**src/rtl/streebog_s_inv_table_pkg.sv**
```systemverilog
// Shared definitions for the Streebog inverse S-box table builder.
package streebog_s_inv_table_pkg;

    typedef enum logic [1:0] {
        ST_BUILD = 2'd0,
        ST_DRAIN = 2'd1,
        ST_READY = 2'd2
    } state_t;

    localparam int S_TABLE_DEPTH = 256;
    localparam int BUILD_EDGES   = 257;

endpackage

```
**src/rtl/streebog_rom_s_table.sv**
```systemverilog
// Forward Streebog S-transform table pi as a registered ROM with read enable.
module streebog_rom_s_table (
    input  logic       clk,
    input  logic       en,
    input  logic [7:0] addr,
    output logic [7:0] dout
);

    // Element 0 is the leftmost byte.
    localparam logic [0:255][7:0] PI_TABLE = {
        8'hFC, 8'hEE, 8'hDD, 8'h11, 8'hCF, 8'h6E, 8'h31, 8'h16, 8'hFB, 8'hC4, 8'hFA, 8'hDA, 8'h23, 8'hC5, 8'h04, 8'h4D,
        8'hE9, 8'h77, 8'hF0, 8'hDB, 8'h93, 8'h2E, 8'h99, 8'hBA, 8'h17, 8'h36, 8'hF1, 8'hBB, 8'h14, 8'hCD, 8'h5F, 8'hC1,
        8'hF9, 8'h18, 8'h65, 8'h5A, 8'hE2, 8'h5C, 8'hEF, 8'h21, 8'h81, 8'h1C, 8'h3C, 8'h42, 8'h8B, 8'h01, 8'h8E, 8'h4F,
        8'h05, 8'h84, 8'h02, 8'hAE, 8'hE3, 8'h6A, 8'h8F, 8'hA0, 8'h06, 8'h0B, 8'hED, 8'h98, 8'h7F, 8'hD4, 8'hD3, 8'h1F,
        8'hEB, 8'h34, 8'h2C, 8'h51, 8'hEA, 8'hC8, 8'h48, 8'hAB, 8'hF2, 8'h2A, 8'h68, 8'hA2, 8'hFD, 8'h3A, 8'hCE, 8'hCC,
        8'hB5, 8'h70, 8'h0E, 8'h56, 8'h08, 8'h0C, 8'h76, 8'h12, 8'hBF, 8'h72, 8'h13, 8'h47, 8'h9C, 8'hB7, 8'h5D, 8'h87,
        8'h15, 8'hA1, 8'h96, 8'h29, 8'h10, 8'h7B, 8'h9A, 8'hC7, 8'hF3, 8'h91, 8'h78, 8'h6F, 8'h9D, 8'h9E, 8'hB2, 8'hB1,
        8'h32, 8'h75, 8'h19, 8'h3D, 8'hFF, 8'h35, 8'h8A, 8'h7E, 8'h6D, 8'h54, 8'hC6, 8'h80, 8'hC3, 8'hBD, 8'h0D, 8'h57,
        8'hDF, 8'hF5, 8'h24, 8'hA9, 8'h3E, 8'hA8, 8'h43, 8'hC9, 8'hD7, 8'h79, 8'hD6, 8'hF6, 8'h7C, 8'h22, 8'hB9, 8'h03,
        8'hE0, 8'h0F, 8'hEC, 8'hDE, 8'h7A, 8'h94, 8'hB0, 8'hBC, 8'hDC, 8'hE8, 8'h28, 8'h50, 8'h4E, 8'h33, 8'h0A, 8'h4A,
        8'hA7, 8'h97, 8'h60, 8'h73, 8'h1E, 8'h00, 8'h62, 8'h44, 8'h1A, 8'hB8, 8'h38, 8'h82, 8'h64, 8'h9F, 8'h26, 8'h41,
        8'hAD, 8'h45, 8'h46, 8'h92, 8'h27, 8'h5E, 8'h55, 8'h2F, 8'h8C, 8'hA3, 8'hA5, 8'h7D, 8'h69, 8'hD5, 8'h95, 8'h3B,
        8'h07, 8'h58, 8'hB3, 8'h40, 8'h86, 8'hAC, 8'h1D, 8'hF7, 8'h30, 8'h37, 8'h6B, 8'hE4, 8'h88, 8'hD9, 8'hE7, 8'h89,
        8'hE1, 8'h1B, 8'h83, 8'h49, 8'h4C, 8'h3F, 8'hF8, 8'hFE, 8'h8D, 8'h53, 8'hAA, 8'h90, 8'hCA, 8'hD8, 8'h85, 8'h61,
        8'h20, 8'h71, 8'h67, 8'hA4, 8'h2D, 8'h2B, 8'h09, 8'h5B, 8'hCB, 8'h9B, 8'h25, 8'hD0, 8'hBE, 8'hE5, 8'h6C, 8'h52,
        8'h59, 8'hA6, 8'h74, 8'hD2, 8'hE6, 8'hF4, 8'hB4, 8'hC0, 8'hD1, 8'h66, 8'hAF, 8'hC2, 8'h39, 8'h4B, 8'h63, 8'hB6
    };

    always_ff @(posedge clk) begin
        if (en) begin
            dout <= PI_TABLE[addr];
        end
    end

endmodule

```
**src/rtl/streebog_s_inv_table.sv**
```systemverilog
// Inverse Streebog S-box: builds pi^-1 into a RAM after reset by walking the
// forward ROM, checks bijectivity, then serves 1-cycle-latency lookups.
module streebog_s_inv_table
    import streebog_s_inv_table_pkg::*;
(
    input  logic       clk,
    input  logic       rst_n,
    input  logic       ena,
    input  logic [7:0] din,
    output logic [7:0] dout,
    output logic       dout_valid,
    output logic       ready,
    output logic       err
);

    state_t                   state_reg;
    state_t                   state_next;
    logic [7:0]               i_reg;
    logic [7:0]               idx_d_reg;
    logic                     wr_pend_reg;
    logic                     err_reg;
    logic                     dout_valid_reg;
    logic                     has_data_reg;
    logic [S_TABLE_DEPTH-1:0] bitmap_reg;
    logic [S_TABLE_DEPTH-1:0] bitmap_next;
    logic [7:0]               rom_dout;
    logic [7:0]               ram_q;
    logic                     rom_en;
    logic                     wr_en;
    logic                     rd_en;
    logic                     dup_hit;

    logic [7:0] ram_mem [S_TABLE_DEPTH];

    streebog_rom_s_table u_rom (
        .clk  (clk),
        .en   (rom_en),
        .addr (i_reg),
        .dout (rom_dout)
    );

    assign rom_en = (state_reg == ST_BUILD);
    // A write follows every ROM access by one edge, so it can only be live in
    // BUILD or DRAIN and never overlaps a READY-state lookup.
    assign wr_en  = wr_pend_reg;
    assign ready  = (state_reg == ST_READY);
    assign rd_en  = ready && ena;

    assign dup_hit = wr_en && bitmap_reg[rom_dout];

    generate
        for (genvar gi = 0; gi < S_TABLE_DEPTH; gi++) begin : g_bitmap
            assign bitmap_next[gi] = bitmap_reg[gi] | (wr_en && (rom_dout == 8'(gi)));
        end
    endgenerate

    always_comb begin
        state_next = state_reg;
        case (state_reg)
            ST_BUILD: if (i_reg == 8'(S_TABLE_DEPTH - 1)) state_next = ST_DRAIN;
            ST_DRAIN: state_next = ST_READY;
            ST_READY: state_next = ST_READY;
            default:  state_next = ST_BUILD;
        endcase
    end

    always_ff @(posedge clk or negedge rst_n) begin
        if (!rst_n) begin
            state_reg      <= ST_BUILD;
            i_reg          <= 8'h00;
            idx_d_reg      <= 8'h00;
            wr_pend_reg    <= 1'b0;
            err_reg        <= 1'b0;
            dout_valid_reg <= 1'b0;
            has_data_reg   <= 1'b0;
            bitmap_reg     <= '0;
        end else begin
            state_reg   <= state_next;
            wr_pend_reg <= rom_en;
            bitmap_reg  <= bitmap_next;
            if (rom_en) begin
                idx_d_reg <= i_reg;
                i_reg     <= i_reg + 8'h01;
            end
            // The completeness test uses bitmap_next so the final DRAIN write counts.
            if (dup_hit || ((state_reg == ST_DRAIN) && !(&bitmap_next))) begin
                err_reg <= 1'b1;
            end
            dout_valid_reg <= rd_en;
            if (rd_en) begin
                has_data_reg <= 1'b1;
            end
        end
    end

    // Kept free of reset so it maps onto a simple dual-port block RAM.
    always_ff @(posedge clk) begin
        if (wr_en) begin
            ram_mem[rom_dout] <= idx_d_reg;
        end
        if (rd_en) begin
            ram_q <= ram_mem[din];
        end
    end

    assign dout       = has_data_reg ? ram_q : 8'h00;
    assign dout_valid = dout_valid_reg;
    assign err        = err_reg;

endmodule
```
**config.mk**
```make
export PLATFORM = sky130hd
export DESIGN_NAME = streebog_s_inv_table
export DESIGN_NICKNAME = d
export VERILOG_FILES = /design/src/rtl/streebog_s_inv_table_pkg.sv /design/src/rtl/streebog_rom_s_table.sv /design/src/rtl/streebog_s_inv_table.sv
export SDC_FILE = /design/constraint.sdc
export NUM_CORES = 2
export LEC_CHECK = 0
export CORE_MARGIN = 3
export CORE_UTILIZATION = 50
export DETAILED_ROUTE_END_ITERATION = 16
export PLACE_DENSITY = 0.65
export REMOVE_ABC_BUFFERS = 1
export SLEW_MARGIN = 20
export SYNTH_ARGS = -nofsm -noshare
export SYNTH_HDL_FRONTEND = slang
export SYNTH_SLANG_ARGS = --single-unit
```
**constraint.sdc**
```tcl
create_clock -name clk -period 6.3 [get_ports clk]
set_input_delay 1.26 -clock clk [delete_from_list [all_inputs] [get_ports clk]]
set_output_delay 1.26 -clock clk [all_outputs]
set_load 0.02 [all_outputs]
```
==> tab_implementation.tex <==
\begin{tabular}{lr}
\hline
Metric & Value \\
\hline
\multicolumn{2}{l}{\textbf{GRT}} \\
Antenna violations before repair & 8 \\
M3 GR Usage & just over 4\% \\
Most crowded layer after global routing & met2 \\
Global-route met1 utilization & 36.7\% \\
Overflow left after global routing & 0 \\
Largest net degree at the start of global routing & 241 \\
Wire length of the first global-routing pass & approximately 350000 um \\
Met2 layer usage reported by global route & a little under two fifths \\
Total routing usage reported by global routing & approximately a quarter \\
Via count of the first global-routing pass & roughly 50000 \\
\multicolumn{2}{l}{\textbf{Synthesis}} \\
Post-synthesis register bit count & roughly 2300 \\
Number of standard cells after synthesis & about 5000 \\
Number of synthesized flops with an enable pin & around 2100 \\
Most area-hungry cell type in the Yosys netlist & sky130\_fd\_sc\_hd\_\_edfxtp\_1 \\
Netlist area before placement & approximately 0.096 mm2 \\
Share of synthesized flip-flops with an asynchronous set or reset & a little under an eighth \\
Number of warnings issued by yosys & 0 \\
Ys flop type & sky130\_fd\_sc\_hd\_\_edfxtp\_1 \\
Sequential share of the synthesized area & about 72\% \\
Share of the synthesized area in the top cell type & about two thirds \\
Number of distinct library cell variants in the gate-level netlist after synthesis & 68 \\
Average footprint of a synthesized cell & between 15 and 20 um2 \\
Cell types occupying the most area after synthesis & sky130\_fd\_sc\_hd\_\_edfxtp\_1, sky130\_fd\_sc\_hd\_\_mux4\_2, sky130\_fd\_sc\_hd\_\_dfrtp\_1 \\
\multicolumn{2}{l}{\textbf{Clock network}} \\
Clock transition time at the flip-flop clock pins of the worst setup and hold paths & approximately 60 ps \\
CTS Buf Count & 230 \\
Post-CTS Hold Fix Bufs & 0 \\
Postcts setup bufs & 0 \\
Worst-case clock buffer depth & 3 \\
Total number of H-tree levels & 4 \\
TritonCTS clock tree & built \\
Resized cells post-CTS & 0 \\
CTS sink cnt & approximately 2300 \\
Insertion delay of the later-clocked pin in the worst-skew pair & about 870 ps \\
Library cell used as clock root buffer & sky130\_fd\_sc\_hd\_\_clkbuf\_16 \\
\multicolumn{2}{l}{\textbf{Critical path}} \\
Critical path startpoint category & register \\
Cells traversed along the worst timing path & buf\_4 > inv\_1 > ha\_1 > nand2\_1 > a21oi\_1 > a21oi\_1 > mux4\_2 > mux4\_2 \\
Endpoint required time on the critical path & 6870 ps \\
Crit path max-delay family & adder cells \\
Slowest library cell on the worst path & sky130\_fd\_sc\_hd\_\_ha\_1 \\
Worst Path Max Fanout & 31 \\
FF-to-FF Start & i\_reg[1] \\
R2R setup slack & between 2000 and 2500 ps \\
Number of buffer and inverter stages on the critical path & 2 \\
Type of element capturing the critical path & register \\
CP max stage delay & between 1000 and 1500 ps \\
Category of the most critical setup path & reg -> reg \\
Reg-to-Reg End & u\_rom.dout[5] \\
Arrival time worst endpoint & around 4800 ps \\
Cells on worst reg2reg path & 8 \\
\multicolumn{2}{l}{\textbf{Power and ir drop}} \\
Worst vdd rail ir drop & around 0.00033 V \\
Relative contribution of combinational cells to total power & under 10\% \\
Switching fraction of total power & between 20\% and 30\% \\
Share of power burned in registers & about 54\% \\
Leak Pwr & roughly 35 nW \\
Clock share of power & 43.9\% \\
Net switching component of the power & just over 6 mW \\
Total power per unit cell area & $\sim$290 mW/mm2 \\
Cell internal pwr & roughly 25 mW \\
\multicolumn{2}{l}{\textbf{Timing}} \\
Setup TNS & 0 ps \\
Max transition margin & a little over a fifth \\
Maximum operating frequency & around 240 MHz \\
Final critical path time including I/O delays and setup & around 4200 ps \\
Total count of max-transition violations in the final report & 0 \\
Number of endpoints failing setup at the final stage & 0 \\
Worst Max-Slew Pin Slew & roughly 1200 ps \\
Unrepaired setup endpoints after global routing & false \\
Post-route clock period utilization & 66.9\% \\
Final Hold Violating Endpoints & 0 \\
Final setup skew & $\sim$56 ps \\
\multicolumn{2}{l}{\textbf{Route}} \\
Pre-Repair DR Iteration Count & 6 \\
Count of nets left with antenna violations after detail routing & 0 \\
Post-route DRC violation count & 0 \\
Vias per std cell & around 6.5 \\
Routed len/inst & 31.2 um \\
Count of vias placed by the detailed router & just under 50000 \\
Number of DRC markers in iteration 0 & 6661 \\
Routed wire length & around 240000 um \\
\multicolumn{2}{l}{\textbf{Floorplanning}} \\
Core Area & around 0.19 mm2 \\
Area enclosed by the die boundary & between 0.15 and 0.2 mm2 \\
I/O pin cnt & 22 \\
Vertical extent of the die & roughly 440 um \\
Chip width & about 440 um \\
Starting Density & about half \\
Number of placement rows & approximately 160 \\
\multicolumn{2}{l}{\textbf{Placement}} \\
GPL Wtd Cong & roughly 0.90 \\
Sum of net half-perimeters after detailed placement & between 100000 and 150000 um \\
Cell count after placement & between 7000 and 8000 \\
Port bufs & 21 \\
\multicolumn{2}{l}{\textbf{Cells and area}} \\
Largest register FFs & 2048 \\
Number of nets in the finished design & around 5000 \\
Ratio of cells with drive above 1 in the final layout & roughly a quarter \\
Final standard cell count with taps included and fillers excluded & 7675 \\
Synth-to-layout area growth & 11.2\% \\
Number of antenna cells inserted & 0 \\
\multicolumn{2}{l}{\textbf{Min path}} \\
Hold WC Path Type & in -> async \\
\multicolumn{2}{l}{\textbf{Outcome}} \\
Result of the run & finished clean \\
\multicolumn{2}{l}{\textbf{Job}} \\
Reported max-cap violation count & 0 \\
\hline
\end{tabular}
layer usage:
layer,vias to the layer above,part of all wire [%]
met5,-,0.011
met4,2,2.5
met2,2477,48
met1,26447,41
met3,365,8.3
li1,20369,-
through the flow:
step / utilization (%) / total power, mW / hold WS (ps) / worst slack (ps) / area [um2]
2_1_floorplan: - / 17.2 / 433 / 379 / 94000
3_3_place_gp: 52.3 / 17.6 / 444 / 1440 / 98700
3_5_place_dp: 52.3 / 17.6 / 450 / 1450 / 98700
4_1_cts: 56.2 / 31.0 / 464 / 2190 / 106000
5_1_grt: 56.3 / 31.7 / 484 / 1970 / 106000
6_report: 56.3 / 30.8 / 461 / 2080 / 106000
power by group through the flow:
stage                     Combinational (mW)  Clock, mW  Sequential, mW
after floorplan                        0.234          0            17.0
after global placement                 0.613          0            17.0
after detailed placement               0.613          0            17.0
after CTS                              0.614       13.7            16.7
after global routing                   0.638       14.4            16.6
final                                  0.597       13.5            16.7
cell usage after synthesis (5+ instances only):
cell type	number
sky130_fd_sc_hd__edfxtp_1	2064
sky130_fd_sc_hd__mux4_2	750
sky130_fd_sc_hd__nor2_1	316
sky130_fd_sc_hd__dfrtp_1	278
sky130_fd_sc_hd__a31oi_1	274
sky130_fd_sc_hd__inv_1	270
sky130_fd_sc_hd__clkbuf_1	250
sky130_fd_sc_hd__nand2_1	93
sky130_fd_sc_hd__buf_2	79
sky130_fd_sc_hd__nor4_1	69
sky130_fd_sc_hd__o21ai_0	65
sky130_fd_sc_hd__a21oi_1	62
sky130_fd_sc_hd__buf_1	49
sky130_fd_sc_hd__nand3_1	29
sky130_fd_sc_hd__a211oi_1	26
sky130_fd_sc_hd__nor2b_1	24
sky130_fd_sc_hd__nor3_1	24
sky130_fd_sc_hd__mux2i_1	21
sky130_fd_sc_hd__nand4_1	20
sky130_fd_sc_hd__a22oi_1	19
sky130_fd_sc_hd__o211ai_1	18
sky130_fd_sc_hd__ha_1	17
sky130_fd_sc_hd__nand2b_1	15
sky130_fd_sc_hd__and2_1	13
sky130_fd_sc_hd__o311ai_0	10
sky130_fd_sc_hd__mux2_2	9
sky130_fd_sc_hd__o31ai_1	9
sky130_fd_sc_hd__a311o_1	7
sky130_fd_sc_hd__a311oi_1	7
sky130_fd_sc_hd__o21ai_1	7
sky130_fd_sc_hd__a21o_1	6
sky130_fd_sc_hd__nor4bb_1	6
sky130_fd_sc_hd__or3_1	6
sky130_fd_sc_hd__a221o_1	5
sky130_fd_sc_hd__xor2_1	5
how the worst max path moves through the flow:
stage	slack, ps	to	cells after the start	startpoint
floorplan	380	ram_mem[244][0]	3	u_rom.dout[0]
global placement	1440	ram_q[5]	7	din[0]
detailed placement	1450	ram_q[6]	7	din[0]
CTS	2190	err	8	u_rom.dout[0]
global route	1970	err	8	u_rom.dout[0]
finish	2080	u_rom.dout[5]	8	i_reg[1]
layout by cell type (no fill, tap or decap), types with 69 or more instances in the layout:
master,n
sky130_fd_sc_hd__nor2_1,307
sky130_fd_sc_hd__mux4_2,750
sky130_fd_sc_hd__a31oi_1,274
sky130_fd_sc_hd__inv_1,269
sky130_fd_sc_hd__clkbuf_16,233
sky130_fd_sc_hd__nor4_1,69
sky130_fd_sc_hd__buf_4,93
sky130_fd_sc_hd__dfrtp_1,266
sky130_fd_sc_hd__edfxtp_1,2064
sky130_fd_sc_hd__nand2_1,93
final cells by class:
| type | instances | area, um2 |
|---|---|---|
| Clock inverter | 120 | 1210 |
| Timing Repair Buffer | 147 | 1610 |
| Fill cell | 13952 | 82500 |
| Tap cell | 2495 | 3120 |
| Multi-Input combinational cell | 1995 | 24100 |
| Sequential cell | 2342 | 69000 |
| Clock buffer | 304 | 6210 |
| Inverter | 272 | 1020 |
cell families after synthesis:
| group | synth area share [%] |
|---|---|
| flops | 72.1 |
| mux | 18.0 |
| buf+inv | 2.69 |
| simple gates | 3.18 |
| compound gates | 3.67 |
| fa+ha+maj | 0.223 |
| xor+xnor | 0.0825 |
No activity file was read; power rests on OpenSTA's default activity.
